<file path="config.mk">
export PLATFORM = sky130hd
export DESIGN_NAME = keyboard_note_decoder_flat
export DESIGN_NICKNAME = d
export VERILOG_FILES = /design/src/rtl/keyboard_note_decoder_pkg.sv /design/src/rtl/keyboard_note_decoder_if.sv /design/src/rtl/keyboard_note_decoder_scan_to_semitone.sv /design/src/rtl/keyboard_note_decoder.sv /design/src/flat_wrapper.sv
export SDC_FILE = /design/constraint.sdc
export NUM_CORES = 1
export LEC_CHECK = 0
export CAP_MARGIN = 20
export CORE_ASPECT_RATIO = 1.4
export CORE_MARGIN = 2
export CORE_UTILIZATION = 56
export CTS_BUF_LIST = sky130_fd_sc_hd__clkbuf_8
export CTS_CLUSTER_DIAMETER = 60
export CTS_CLUSTER_SIZE = 16
export DETAILED_ROUTE_END_ITERATION = 8
export PLACE_DENSITY = 0.84
export SETUP_SLACK_MARGIN = 0.05
export SLEW_MARGIN = 10
export SYNTH_ARGS = -nofsm -noshare
export SYNTH_HDL_FRONTEND = slang
export SYNTH_SLANG_ARGS = --single-unit
</file>
<file path="constraint.sdc">
create_clock -name clk_in -period 4.69 [get_ports clk_in]
set_clock_uncertainty 0.1 [all_clocks]
set_input_delay 0.938 -clock clk_in [delete_from_list [all_inputs] [get_ports clk_in]]
set_output_delay 0.938 -clock clk_in [all_outputs]
set_load 0.05 [all_outputs]
</file>
<file path="src/rtl/keyboard_note_decoder_pkg.sv">
// Shared constants and types for the keyboard note decoder.
// Scan-code markers, note sentinels and prefix FSM states.
package note_pkg;

  localparam logic [6:0] NOTE_NONE   = 7'd0;
  localparam logic [6:0] NOTE_FINISH = 7'h7F;

  localparam logic [7:0] SC_E0 = 8'hE0;
  localparam logic [7:0] SC_F0 = 8'hF0;
  localparam logic [7:0] SC_Z  = 8'h1A;
  localparam logic [7:0] SC_X  = 8'h22;

  typedef enum logic [1:0] {
    ST_IDLE,
    ST_EXT,
    ST_BRK,
    ST_EXT_BRK
  } pfx_e;

endpackage

</file>
<file path="src/rtl/keyboard_note_decoder_if.sv">
// Scan-byte input and note output bundle.
// master drives scan bytes, slave is the decoder.
interface keyboard_note_decoder_if;

  logic [7:0] scan_code;
  logic       scan_valid;
  logic [6:0] keyboard_note;
  logic       key_down;
  logic [2:0] octave_out;

  modport master (
    output scan_code,
    output scan_valid,
    input  keyboard_note,
    input  key_down,
    input  octave_out
  );

  modport slave (
    input  scan_code,
    input  scan_valid,
    output keyboard_note,
    output key_down,
    output octave_out
  );

endinterface

</file>
<file path="src/rtl/keyboard_note_decoder_scan_to_semitone.sv">
// Maps a set-2 scan code onto a semitone of the octave.
// hit_o is low for codes that are not note keys.
module scan_to_semitone (
  input  logic [7:0] code_i,
  output logic       hit_o,
  output logic [3:0] semi_o
);

  // Fixed piano-row key map
  always_comb begin
    hit_o  = 1'b1;
    semi_o = 4'd0;
    case (code_i)
      8'h1C:   semi_o = 4'd0;
      8'h1D:   semi_o = 4'd1;
      8'h1B:   semi_o = 4'd2;
      8'h24:   semi_o = 4'd3;
      8'h23:   semi_o = 4'd4;
      8'h2B:   semi_o = 4'd5;
      8'h2C:   semi_o = 4'd6;
      8'h34:   semi_o = 4'd7;
      8'h35:   semi_o = 4'd8;
      8'h33:   semi_o = 4'd9;
      8'h3C:   semi_o = 4'd10;
      8'h3B:   semi_o = 4'd11;
      8'h42:   semi_o = 4'd12;
      default: hit_o  = 1'b0;
    endcase
  end

endmodule

</file>
<file path="src/rtl/keyboard_note_decoder.sv">
// PS/2 set-2 byte stream to MIDI note for the game controller.
// Last-pressed-wins key stack plus saturating octave shift.
module keyboard_note_decoder
  import note_pkg::*;
#(
  parameter logic [6:0] BASE_NOTE   = 7'd60,
  parameter int         STACK_DEPTH = 4,
  parameter int         OCT_MIN     = -2,
  parameter int         OCT_MAX     = 2
) (
  input  logic                    clk_in,
  input  logic                    rst_in_n,
  keyboard_note_decoder_if.slave  bus
);

  localparam int CW = $clog2(STACK_DEPTH + 1);
  localparam logic signed [2:0] OMIN = 3'(OCT_MIN);
  localparam logic signed [2:0] OMAX = 3'(OCT_MAX);

  pfx_e              state_q, state_d;
  logic [3:0]        stk_q [STACK_DEPTH];
  logic [3:0]        stk_d [STACK_DEPTH];
  logic [CW-1:0]     cnt_q, cnt_d;
  logic signed [2:0] oct_q, oct_d;
  logic              z_q, z_d;
  logic              x_q, x_d;
  logic [6:0]        note_q, note_d;
  logic              kd_q, kd_d;

  logic              hit;
  logic [3:0]        semi;
  logic              is_make, is_brk;
  logic              found;
  int                idx;
  logic [3:0]        top;
  logic signed [8:0] base9, oct9, sum;

  scan_to_semitone u_map (
    .code_i (bus.scan_code),
    .hit_o  (hit),
    .semi_o (semi)
  );

  // Prefix tracking; classify the current byte as make or break
  always_comb begin
    state_d = state_q;
    is_make = 1'b0;
    is_brk  = 1'b0;
    if (bus.scan_valid) begin
      if (bus.scan_code == SC_E0) begin
        state_d = ST_EXT;
      end else if (bus.scan_code == SC_F0) begin
        state_d = (state_q == ST_EXT) ? ST_EXT_BRK : ST_BRK;
      end else begin
        state_d = ST_IDLE;
        is_make = (state_q == ST_IDLE);
        is_brk  = (state_q == ST_BRK);
      end
    end
  end

  // Held-key stack and octave update
  always_comb begin
    stk_d = stk_q;
    cnt_d = cnt_q;
    oct_d = oct_q;
    z_d   = z_q;
    x_d   = x_q;
    found = 1'b0;
    idx   = 0;
    for (int i = 0; i < STACK_DEPTH; i++) begin
      if (CW'(i) < cnt_q && stk_q[i] == semi) begin
        found = 1'b1;
        idx   = i;
      end
    end
    if (is_make && hit && !found) begin
      if (cnt_q == CW'(STACK_DEPTH)) begin
        for (int i = 0; i < STACK_DEPTH - 1; i++) begin
          stk_d[i] = stk_q[i+1];
        end
        stk_d[STACK_DEPTH-1] = semi;
      end else begin
        for (int i = 0; i < STACK_DEPTH; i++) begin
          if (CW'(i) == cnt_q) stk_d[i] = semi;
        end
        cnt_d = cnt_q + 1'b1;
      end
    end
    if (is_brk && hit && found) begin
      for (int i = 0; i < STACK_DEPTH - 1; i++) begin
        if (i >= idx) stk_d[i] = stk_q[i+1];
      end
      cnt_d = cnt_q - 1'b1;
    end
    if (is_make && bus.scan_code == SC_Z && !z_q) begin
      z_d = 1'b1;
      if (oct_q > OMIN) oct_d = oct_q - 3'sd1;
    end
    if (is_make && bus.scan_code == SC_X && !x_q) begin
      x_d = 1'b1;
      if (oct_q < OMAX) oct_d = oct_q + 3'sd1;
    end
    if (is_brk && bus.scan_code == SC_Z) z_d = 1'b0;
    if (is_brk && bus.scan_code == SC_X) x_d = 1'b0;
  end

  // Note from top of stack and octave, clamped off 0 and 7F
  always_comb begin
    top = 4'd0;
    for (int i = 0; i < STACK_DEPTH; i++) begin
      if (CW'(i + 1) == cnt_d) top = stk_d[i];
    end
    base9 = $signed({2'b00, BASE_NOTE});
    oct9  = {{6{oct_d[2]}}, oct_d};
    sum   = base9 + oct9 * 9'sd12 + $signed({5'b00000, top});
    if (cnt_d == '0) begin
      note_d = NOTE_NONE;
    end else if (sum < 9'sd1) begin
      note_d = 7'd1;
    end else if (sum > 9'sd126) begin
      note_d = 7'd126;
    end else begin
      note_d = sum[6:0];
    end
    kd_d = (cnt_d != '0);
  end

  // State and registered outputs
  always_ff @(posedge clk_in or negedge rst_in_n) begin
    if (!rst_in_n) begin
      state_q <= ST_IDLE;
      for (int i = 0; i < STACK_DEPTH; i++) stk_q[i] <= 4'd0;
      cnt_q   <= '0;
      oct_q   <= 3'sd0;
      z_q     <= 1'b0;
      x_q     <= 1'b0;
      note_q  <= NOTE_NONE;
      kd_q    <= 1'b0;
    end else begin
      state_q <= state_d;
      stk_q   <= stk_d;
      cnt_q   <= cnt_d;
      oct_q   <= oct_d;
      z_q     <= z_d;
      x_q     <= x_d;
      note_q  <= note_d;
      kd_q    <= kd_d;
    end
  end

  assign bus.keyboard_note = note_q;
  assign bus.key_down      = kd_q;
  assign bus.octave_out    = oct_q;

endmodule

</file>
<file path="src/flat_wrapper.sv">
// flat-port wrapper written by rule: the top's interface ports become plain ports
module keyboard_note_decoder_flat import note_pkg::*;
#(
  parameter logic [6:0] BASE_NOTE   = 7'd60,
  parameter int         STACK_DEPTH = 4,
  parameter int         OCT_MIN     = -2,
  parameter int         OCT_MAX     = 2
)
  (clk_in, rst_in_n, bus_scan_code, bus_scan_valid, bus_keyboard_note, bus_key_down, bus_octave_out);
  keyboard_note_decoder_if bus_i ();
  input  logic clk_in;
  input  logic rst_in_n;
  input wire logic [$bits(bus_i.scan_code)-1:0] bus_scan_code;
  input wire logic [$bits(bus_i.scan_valid)-1:0] bus_scan_valid;
  output wire logic [$bits(bus_i.keyboard_note)-1:0] bus_keyboard_note;
  output wire logic [$bits(bus_i.key_down)-1:0] bus_key_down;
  output wire logic [$bits(bus_i.octave_out)-1:0] bus_octave_out;
  assign bus_i.scan_code = bus_scan_code;
  assign bus_i.scan_valid = bus_scan_valid;
  assign bus_keyboard_note = bus_i.keyboard_note;
  assign bus_key_down = bus_i.key_down;
  assign bus_octave_out = bus_i.octave_out;
  keyboard_note_decoder #(.BASE_NOTE(BASE_NOTE), .STACK_DEPTH(STACK_DEPTH), .OCT_MIN(OCT_MIN), .OCT_MAX(OCT_MAX)) u_core (.clk_in(clk_in), .rst_in_n(rst_in_n), .bus(bus_i));
endmodule
</file>
==> metrics.txt, run 1 <==
post-synthesis sequential area ratio 26.6%; Post-synth top cells nand2_1, dfrtp_1, nor2_1; Worst EP kind sequential cell input; grt repair worst endpoint u_core.bus.keyboard_note[0]$_DFF_PN0_/D; Synth warnings 0; CTS H-tree depth 2; largest family of logic cells by synthesized area simple AND/OR/NAND/NOR gates; ys flop type dfrtp_1; TritonCTS Buffers 5; Post-Syn Area 3190 sq um; Initial Utilization ~58%; synth unique cells 82; DIE HEIGHT about 93 um; outcome did not finish; IO Port Bufs 21; cts hold-fix bufs 0; placed instance count between 500 and 600; Max Root-Sink Buffers 2; IO Pins 22; FP Rows 32; Die X 67.8 um; Synth Area in Adders a little under 7%; GRT Total Usage 87.7%; synth top area cells dfrtp_1, ha_1, mux2i_1, nand2_1, nor2_1; Post-synth EDFFs 0; XOR/XNOR Fraction of Synth Area 3.02%; Seq cells post-synth 34; Synth Area in Compound Gates 22.3%; post-synthesis mux area share under 10%; Stopped at 5_1_grt; error message [ERROR GRT-0232] Routing congestion too high. Check the congestion heatmap in the GUI.; simple-gate portion of the synthesized area 28.3%; CTS sink count 34; average cell area after synthesis 8.43 sq um; Post-Place Cell Area around 4200 sq um; GR Overflow Total 332; most frequent cell after synthesis nand2_1; post-synth top area cell dfrtp_1; pin count of the biggest net entering global routing 35; dpl hpwl 8570 um; CTS root buf clkbuf_8; ys async rst share between 90% and 100%; GPL Wtd Cong between 0.9 and 1; Post-Synthesis Cells 379; syn nets roughly 410; share of the synthesized area in the top cell type 26.6%
-- layer usage --
metal,overflow,track usage [%]
met4,84,102
met2,246,114
met3,0,60.4
met1,2,79.4
met5,0,13.5
-- kinds of logic after synthesis --
group	count (synthesis)
and+or+nand+nor	153
DFF	34
buffers and inverters	45
muxes	20
AOI/OAI and AO/OA	100
adders and majority gates	16
xor gates and xnor gates	11
-- repair_timing --
| action | 4_1_cts |
|---|---|
| pin swaps | 39 |
| gates cloned | 0 |
| buffers inserted | 37 |
| endpoints found under the setup margin | 6 |
| gates resized for setup | 100 |
-- through the flow --
| stage | util [%] | worst slack [ps] | setup TNS [ps] |
|---|---|---|---|
| CTS | 89.3 | -818 | -2240 |
| detailed placement | 76.7 | -1420 | -6020 |
| floorplan | - | -709 | -1770 |
| global placement | 76.7 | -1250 | -5060 |
==> inputs of run 2 (changes only) <==
--- a/config.mk
+++ b/config.mk
@@ -6,15 +6,10 @@
 export NUM_CORES = 1
 export LEC_CHECK = 0
 export CAP_MARGIN = 20
-export CORE_ASPECT_RATIO = 1.4
 export CORE_MARGIN = 2
-export CORE_UTILIZATION = 56
-export CTS_BUF_LIST = sky130_fd_sc_hd__clkbuf_8
-export CTS_CLUSTER_DIAMETER = 60
-export CTS_CLUSTER_SIZE = 16
+export CORE_UTILIZATION = 40
 export DETAILED_ROUTE_END_ITERATION = 8
-export PLACE_DENSITY = 0.84
-export SETUP_SLACK_MARGIN = 0.05
+export PLACE_DENSITY_LB_ADDON = 0.15
 export SLEW_MARGIN = 10
 export SYNTH_ARGS = -nofsm -noshare
 export SYNTH_HDL_FRONTEND = slang
==> constraint.sdc (replaced) <==
create_clock -name clk_in -period 6.1 [get_ports clk_in]
set_clock_uncertainty 0.1 [all_clocks]
set_input_delay 1.22 -clock clk_in [delete_from_list [all_inputs] [get_ports clk_in]]
set_output_delay 1.22 -clock clk_in [all_outputs]
set_load 0.05 [all_outputs]
==> run 2 against run 1 <==
  * The run now ends clean
  * Synthesized cell count did not move
  * Synthesized area did not move
==> metrics.txt, run 2 <==
dpl hpwl 7720 um; DR pass1 iterations 4; Initial Utilization between 40% and 50%; pre-CTS WS -530 ps; setup ws final 278 ps; worst hold path class flip-flop to flip-flop; most frequent cell after synthesis nand2_1; hold path startpoint u_core.state_q[0]; nets 512; GRT busiest layer met2; largest family of logic cells by synthesized area simple AND/OR/NAND/NOR gates; IO Pins 22; GR Util met3 between 2 and 3%; Least-Margin Pin Slew between 500 and 600 ps; pwr dens 266 nW/um^2; syn nets around 410; DIE HEIGHT 93.4 um; cts hold-fix bufs 0; launch point of the worst reg-to-reg path u_core.cnt_q[2]; first-pass GRT wire length 16300 um; average cell area after synthesis 8.43 sq um; Area Growth Syn to Fin 38.8%; Die Area 8720 sq um; simple-gate portion of the synthesized area about 28%; setup TNS 0 ps; ys flop type dfrtp_1; n_diodes 0; number of remaining DRC errors 0; Synth warnings 0; TritonCTS Buffers 5; max FFs per register 16; Post-Place Cell Area a little over 4000 sq um; unrepaired setup endpoints after global routing no; share of cells above drive strength 1 31.7%; cell area after layout 4430 sq um; post-synthesis sequential area ratio 26.6%; Tcrit/Tclk final 95.4%; final core occ 57.4%; Critical Path RT 6170 ps; crit path from bus_scan_code[7]; Post-synth top cells nand2_1, dfrtp_1, nor2_1; Post-Synthesis Cells about 380; Pleak 2.09 nW; CTS root buf clkbuf_8; met1 usage 31.2%; CP endpoint kind flip-flop; initial antenna violation count 0; post-synth top area cell dfrtp_1; vias in the first global route between 3000 and 4000; Synth Area in Adders 6.74%; FP Rows 32; Core ar. 7730 sq um; Post-Syn Area between 3000 and 4000 sq um; Largest Register u_core.stk_q; Worst-Skew Late Latency 290 ps; GRT Total Usage 23.7%; IO Port Bufs 21; most frequent cells in the layout buf_4, nand2_1, dfrtp_1, nor2_1, inv_1; CTS H-tree depth 2; Vias/cell 5.56; post-synthesis mux area share 6.46%; R2R setup slack ~1400 ps; kind of critical path input port to flip-flop; XOR/XNOR Fraction of Synth Area 3.02%; Max Root-Sink Buffers 2; DR iter-0 viols 152; largest fanout on the critical path 8; synth unique cells a little over 80; met2 GRT Util 39.9%; Die X between 90 and 100 um; Routed Antenna Nets 0; synth top area cells dfrtp_1, ha_1, mux2i_1, nand2_1, nor2_1; CTS tree done; Startpoint Class input port; Max Freq 172 MHz; CTS sink count 34; number of setup violations in the final report 0; share of the synthesized area in the top cell type 26.6%; most common cell after layout, fill and taps aside buf_4; Worst Path Arrival 5890 ps; clk slew on worst S/H paths approximately 70 ps; Wirelength per Cell 17.0 um; via count 3270; maximum VDD drop 0.226 mV; total power 0.00118 W; pin count of the biggest net entering global routing 35; ys async rst share 100%; GR Overflow Total 0; Post-synth EDFFs 0; Max Slew Vio Count 0; outcome finished clean; Synth Area in Compound Gates 22.3%; relative slew slack between 60% and 70%; min cycle time layout 5820 ps; max_cap viols 0; Seq cells post-synth 34; Final Hold Viols 0; GPL Wtd Cong 0.951; Total Wirelength 9970 um
run 2: cell counts after synthesis:
Identical to the previous run, type by type.
run 2: layout make-up:
type                    instances  area, sq um
flip-flops and latches         34          851
well taps                     102          128
multi-input cells             300         2310
inverters                      27          101
clock buffers                   7         86.3
repair buffers                117          952
fillers                       714         3290
clock inverters                 1         5.00
run 2: path summary, 6_finish.rpt:
kind,depth (start not counted),to
max in group asynchronous,2,u_core.z_q
setup / recovery,27,u_core.bus.keyboard_note[0]
hold / removal,2,u_core.state_q[0]
setup reg to reg,22,u_core.bus.keyboard_note[0]
hold reg to reg,2,u_core.state_q[0]
min in group asynchronous,2,u_core.cnt_q[1]
run 2: worst max-delay path: stages:
cell           delay, ps
dlygate4sd2_1        320
buf_4                190
nor3b_4              270
a32o_2               210
buf_4                160
xnor2_1              150
nand4_1              190
nor4_4               400
buf_4                170
nand4bb_4            190
buf_6                150
or2_2                130
a2bb2oi_1             60
a21oi_1              230
mux2i_1              110
nor2_1               100
a21oi_1               50
ha_1                 270
inv_1                 70
ha_1                 170
inv_1                 60
fa_2                 340
xor2_2               170
nor3_2               190
nand2_1               80
o21ai_2              150
o31ai_2               80
run 2: timing repair:
item / 4_1_cts / 5_1_grt
cloned: 0 / 1
buffers inserted: 2 / 4
pin swaps: 2 / 15
resized for setup: 13 / 36
setup endpoints to repair: 2 / 3
run 2: logic make-up (layout without fill, tap and decap cells):
kind of cell	count (synthesis)	after routing
XOR/XNOR	11	11
AO/OA/AOI/OAI	100	100
buffers and inverters	45	152
adder cells (fa/ha/maj)	16	16
flip-flops	34	34
AND/OR/NAND/NOR	153	153
multiplexers	20	20
run 2: power breakdown:
part           total, W  switching (W)  internal, W
Clock          0.000172      0.0000811    0.0000910
Combinational  0.000705       0.000383     0.000322
Sequential     0.000305      0.0000381     0.000267
Total           0.00118       0.000502     0.000679
run 2: metrics by stage:
step | hold WS (ps) | instances
global route | 415 | 588
CTS | 389 | 583
floorplan | 341 | 379
global placement | 366 | 573
detailed placement | 372 | 573
finish | 383 | 588
run 2: layer usage:
| layer | routed length, um | share of wire, % |
|---|---|---|
| met1 | 4400 | 44 |
| met2 | 4850 | 49 |
| met3 | 473 | 4.7 |
| met4 | 248 | 2.5 |
| met5 | 0 | 0 |
Note: power is estimated with default switching activity, not from simulation.
==> inputs of run 3 (changes only) <==
--- a/config.mk
+++ b/config.mk
@@ -5,10 +5,10 @@
 export SDC_FILE = /design/constraint.sdc
 export NUM_CORES = 1
 export LEC_CHECK = 0
-export CAP_MARGIN = 20
-export CORE_MARGIN = 2
+export CAP_MARGIN = 0
 export CORE_UTILIZATION = 40
 export DETAILED_ROUTE_END_ITERATION = 8
+export HOLD_SLACK_MARGIN = 0.06
 export PLACE_DENSITY_LB_ADDON = 0.15
 export SLEW_MARGIN = 10
 export SYNTH_ARGS = -nofsm -noshare
==> run 3 against run 2 <==
  * First-iteration DRC count down 2.6%
  * Global-route usage is 0.32 points higher
  * Non-clock buffer count down 9
  * Critical path depth did not move
  * Register-to-register slack improved by 90 ps
  * Sequential cell count is the same
  * Count of clock-buffer cells in the layout down 1
  * Sequential share of layout area grew 0.45 points
  * Via count is 1.8% lower
  * Cell count is 1.5% lower
  * Clock power grew 24%
  * Combinational power down 3.5%
  * Largest power group unchanged
==> metrics.txt, run 3 (same netlist as run 2, synthesis figures left out) <==
Routed Antenna Nets 0; largest fanout on the critical path 8; GR Overflow Total 0; pwr dens 277 nW/um^2; Max Root-Sink Buffers 2; Total Wirelength roughly 9600 um; GR Util met3 under 10%; most frequent cells in the layout buf_4, nand2_1, dfrtp_1, nor2_1, inv_1; CTS root buf clkbuf_8; DIE HEIGHT ~91 um; total power roughly 0.0012 W; DR pass1 iterations 4; number of setup violations in the final report 0; CP endpoint kind flip-flop; Critical Path RT between 6000 and 7000 ps; setup ws final 252 ps; min cycle time layout 5850 ps; share of cells above drive strength 1 29.4%; via count 3211; GRT Total Usage 24.0%; final core occ 56.1%; FP Rows 32; cell area after layout about 4300 sq um; dpl hpwl 7520 um; Area Growth Syn to Fin 35.6%; Vias/cell 5.55; Post-Place Cell Area ~4000 sq um; max FFs per register 16; Pleak slightly above 2 nW; Die X around 91 um; relative slew slack 66.0%; Min-Delay Path Depth 2; max_cap viols 0; Worst-Skew Late Latency 300 ps; initial antenna violation count 0; n_diodes 0; maximum VDD drop 0.225 mV; Core ar. 7730 sq um; register area ~850 sq um; Final Hold Viols 0; Max Freq 171 MHz; outcome finished clean; Least-Margin Pin Slew a little over 500 ps; hold path startpoint u_core.state_q[0]; worst r2r dst u_core.bus.keyboard_note[0]; DR iter-0 viols roughly 150; nets 503; Initial Utilization around two fifths; Wirelength per Cell 16.5 um; TritonCTS Buffers 5; worst hold path class flip-flop to flip-flop; most common cell after layout, fill and taps aside buf_4; IO Pins 22; met2 GRT Util 40.9%; number of remaining DRC errors 0; cts hold-fix bufs 0; hold path endpoint u_core.state_q[0]; GRT busiest layer met2; vias in the first global route 3263; area of the multi-input gates 2270 sq um; pin count of the biggest net entering global routing 35; Die Area 8350 sq um; Fill cells around 700; pre-CTS WS -553 ps; met1 usage slightly above 30%; Tcrit/Tclk final 95.9%; Largest Register u_core.stk_q; Startpoint Class input port; first-pass GRT wire length 15800 um; setup TNS 0 ps; Worst Path Arrival 5930 ps; R2R setup slack 1480 ps; kind of critical path input port to flip-flop; launch point of the worst reg-to-reg path u_core.cnt_q[2]; IO Port Bufs 21; Reg2Reg Depth 22; CTS H-tree depth 2; Max Slew Vio Count 0; CTS tree done; clk slew on worst S/H paths 80 ps; CTS sink count 34; GPL Wtd Cong a little over 0.9
run 3: layout make-up:
cell class                 instances  share of cell area (%)
multi-input combinational        300                    52.5
timing repair buffer             108                    20.1
sequential                        34                    19.6
tap                              102                    2.95
inverter                          27                    2.34
clock buffer                       6                    1.68
clock inverter                     2                   0.867
run 3: stage by stage:
stage,cells,hold slack [ps]
after floorplan,379,341
after global placement,566,365
after detailed placement,566,374
after CTS,575,394
after global routing,579,449
final,579,390
run 3: repair_timing:
item                                    in CTS  in global routing
setup buffers                                1                  4
gates cloned                                 0                  0
hold endpoints to repair                     0                  0
pin swaps                                    3                  6
endpoints found under the setup margin       3                  3
gates resized for setup                     16                 20
run 3: power breakdown:
part	leakage [nW]	total, W	switching (W)	internal, W
Combinational	1.54	0.000680	0.000370	0.000310
Clock	0.0514	0.000213	0.0000914	0.000122
Sequential	0.428	0.000305	0.0000384	0.000266
Total	2.01	0.00120	0.000500	0.000698
run 3: worst max path at each step:
stage / to / startpoint / depth (start not counted)
floorplan: u_core.bus.keyboard_note[0] / bus_scan_code[4] / 24
CTS: u_core.bus.keyboard_note[0] / bus_scan_code[5] / 24
detailed placement: u_core.bus.keyboard_note[0] / bus_scan_code[6] / 24
global placement: u_core.bus.keyboard_note[0] / bus_scan_code[6] / 25
finish: u_core.bus.keyboard_note[0] / bus_scan_code[4] / 27
global route: u_core.bus.keyboard_note[0] / bus_scan_code[4] / 26
run 3: per-layer routing:
metal | part of all wire [%] | vias up | routed length [um]
met4 | 3.1 | 0 | 298
met2 | 48 | 87 | 4630
met5 | 0 | - | 0
li1 | - | 1594 | -
met3 | 3.9 | 24 | 376
met1 | 45 | 1506 | 4270
run 3: critical path: stages:
cell and delay [ps]:
clkdlybuf4s50_1 400, buf_4 170, and4b_1 230, a32o_2 310
buf_4 160, xnor2_1 130, nand4_1 100, nor3_2 70
buf_4 160, nand4bb_4 270, buf_4 210, or2_2 330
o2bb2ai_1 130, mux2_2 280, mux2i_1 150, nor2_1 60
a21oi_1 120, ha_1 160, inv_1 40, ha_1 180
a21o_1 180, a21oi_1 190, xnor2_1 160, xnor2_1 130
buf_4 160, o21ai_1 150, o31ai_2 80
==> inputs of run 4 (changes only) <==
--- a/config.mk
+++ b/config.mk
@@ -6,9 +6,10 @@
 export NUM_CORES = 1
 export LEC_CHECK = 0
 export CAP_MARGIN = 0
-export CORE_UTILIZATION = 40
+export CORE_UTILIZATION = 50
 export DETAILED_ROUTE_END_ITERATION = 8
 export HOLD_SLACK_MARGIN = 0.06
+export MAX_ROUTING_LAYER = met4
 export PLACE_DENSITY_LB_ADDON = 0.15
 export SLEW_MARGIN = 10
 export SYNTH_ARGS = -nofsm -noshare
==> run 4 against run 3 <==
  * Cell area is 4.5% higher
  * Utilization is 19 points higher
  * Count of clock-buffer cells in the layout is 1 higher
  * Worst hold slack better by 28 ps
  * Critical path type unchanged
  * Critical endpoint unchanged
  * Largest cell class unchanged
==> metrics.txt, run 4 (same netlist as run 2, synthesis figures left out) <==
initial antenna violation count 0; Die X just over 80 um; clk slew on worst S/H paths 70 ps; TritonCTS Buffers 5; largest stage delay on the critical path 450 ps; cell area after layout 4530 sq um; Wirelength per Cell 19.3 um; Tcrit/Tclk final 95.3%; crit path capture u_core.bus.keyboard_note[0]; Pleak 2.15 nW; max FFs per register 16; CTS sink count 34; most common cell after layout, fill and taps aside buf_4; pre-CTS WS -580 ps; setup TNS 0 ps; CTS root buf clkbuf_8; kind of critical path input port to flip-flop; CTS H-tree depth 2; vias in the first global route 3097; first-pass GRT wire length ~15000 um; GRT Total Usage 31.2%; total power around 0.0012 W; IO Port Bufs 21; number of setup violations in the final report 0; Critical Path RT a little over 6000 ps; GPL Wtd Cong about 0.95; largest fanout on the critical path 6; Max Slew Vio Count 0; Post-Place Cell Area 3990 sq um; setup ws final 286 ps; Die Area 6710 sq um; Initial Utilization 53.0%; Routed Antenna Nets 0; Critical Path Slowest Stage Cell nor4bb_4; Vias/cell 6.26; pwr dens 272 nW/um^2; Core ar. 6030 sq um; launch point of the worst reg-to-reg path u_core.cnt_q[2]; via count between 3000 and 4000; Max Freq 172 MHz; Startpoint Class input port; worst r2r dst u_core.bus.keyboard_note[0]; relative slew slack between 60% and 70%; Worst Path Arrival 5910 ps; outcome finished clean; CP top delay family simple AND/OR/NAND/NOR gates; Total Wirelength 10700 um; Critical Path Stages 27; sum of buffers and inverters on the critical path 7; Worst-Skew Late Latency about 290 ps; DIE HEIGHT 81.9 um; number of remaining DRC errors 0; DR iter-0 viols 292; Max Root-Sink Buffers 2; min cycle time layout 5810 ps; Largest Register u_core.stk_q; nets 507; Least-Margin Pin Slew ~530 ps; dpl hpwl 7550 um; pin count of the biggest net entering global routing 35; GR Overflow Total 0; FP Rows 28; DR pass1 iterations 5; Final Hold Viols 0; share of cells above drive strength 1 34.7%; Reg2Reg Depth 20; final core occ between 70% and 80%; worst hold path class flip-flop to flip-flop; CTS tree done; R2R setup slack 1360 ps; CP endpoint kind flip-flop; Area Growth Syn to Fin 41.8%; most frequent cells in the layout buf_4, nand2_1, dfrtp_1, nor2_1, inv_1; max_cap viols 0; maximum VDD drop 0.302 mV; n_diodes 0; crit path from bus_scan_code[1]; IO Pins 22
## run 4: cell type report
class                   count  area (sq um)
clock buffers               7          86.3
clock inverters             1          5.00
fillers                   445          1500
inverters                  27           101
multi-input cells         300          2450
flip-flops and latches     34           851
well taps                  75          93.8
repair buffers            112           937
## run 4: report_power, final
part           internal (W)  total (W)  leakage (nW)  switching, W
Combinational      0.000334   0.000750          1.67      0.000416
Sequential         0.000267   0.000306         0.428     0.0000391
Clock             0.0000911   0.000175        0.0482     0.0000835
## run 4: through the flow
| stage | hold WS, ps | instances |
|---|---|---|
| floorplan | 341 | 379 |
| global placement | 363 | 537 |
| detailed placement | 404 | 537 |
| CTS | 422 | 545 |
| global route | 445 | 556 |
| finish | 418 | 556 |
## run 4: what timing repair did
| item | 4_1_cts | 5_1_grt |
|---|---|---|
| hold buffers | 0 | 0 |
| resized for setup | 15 | 61 |
| pin swaps | 1 | 23 |
| setup endpoints to repair | 3 | 3 |
| buffers inserted | 0 | 10 |
| gates cloned | 0 | 1 |
## run 4: worst min-delay path by stage
| stage | startpoint | end | slack, ps | cells past startpoint |
|---|---|---|---|---|
| 2_1_floorplan | u_core.state_q[0] | u_core.state_q[0] | 340 | 2 |
| 3_3_place_gp | u_core.state_q[0] | u_core.state_q[0] | 360 | 2 |
| 3_5_place_dp | u_core.x_q | u_core.x_q | 400 | 1 |
| 4_1_cts | u_core.x_q | u_core.x_q | 420 | 1 |
| 5_1_grt | u_core.x_q | u_core.x_q | 440 | 1 |
| 6_report | u_core.x_q | u_core.x_q | 420 | 1 |
## run 4: layer usage
| layer | wire (um) | vias up | track usage [%] |
|---|---|---|---|
| met3 | 617 | 49 | 5.00 |
| li1 | - | 1595 | - |
| met1 | 4350 | 1672 | 37.0 |
| met5 | 0 | - | - |
| met2 | 5240 | 163 | 52.1 |
| met4 | 493 | 0 | 13.5 |
## run 4: worst reg2reg max path, cell delays in order (launching register included)
cell and delay, ps:
dfrtp_1 570, a21oi_1 110, a2111oi_1 410, nand3_1 140
or4_4 450, nor4bb_4 210, or3_1 370, o211a_1 170
or2_4 280, nor2_1 110, a21oi_1 50, ha_1 270
inv_1 70, ha_2 180, inv_1 60, fa_2 370
xor2_2 230, nand3_1 100, nor2_1 90, a21oi_1 80
o31ai_2 240
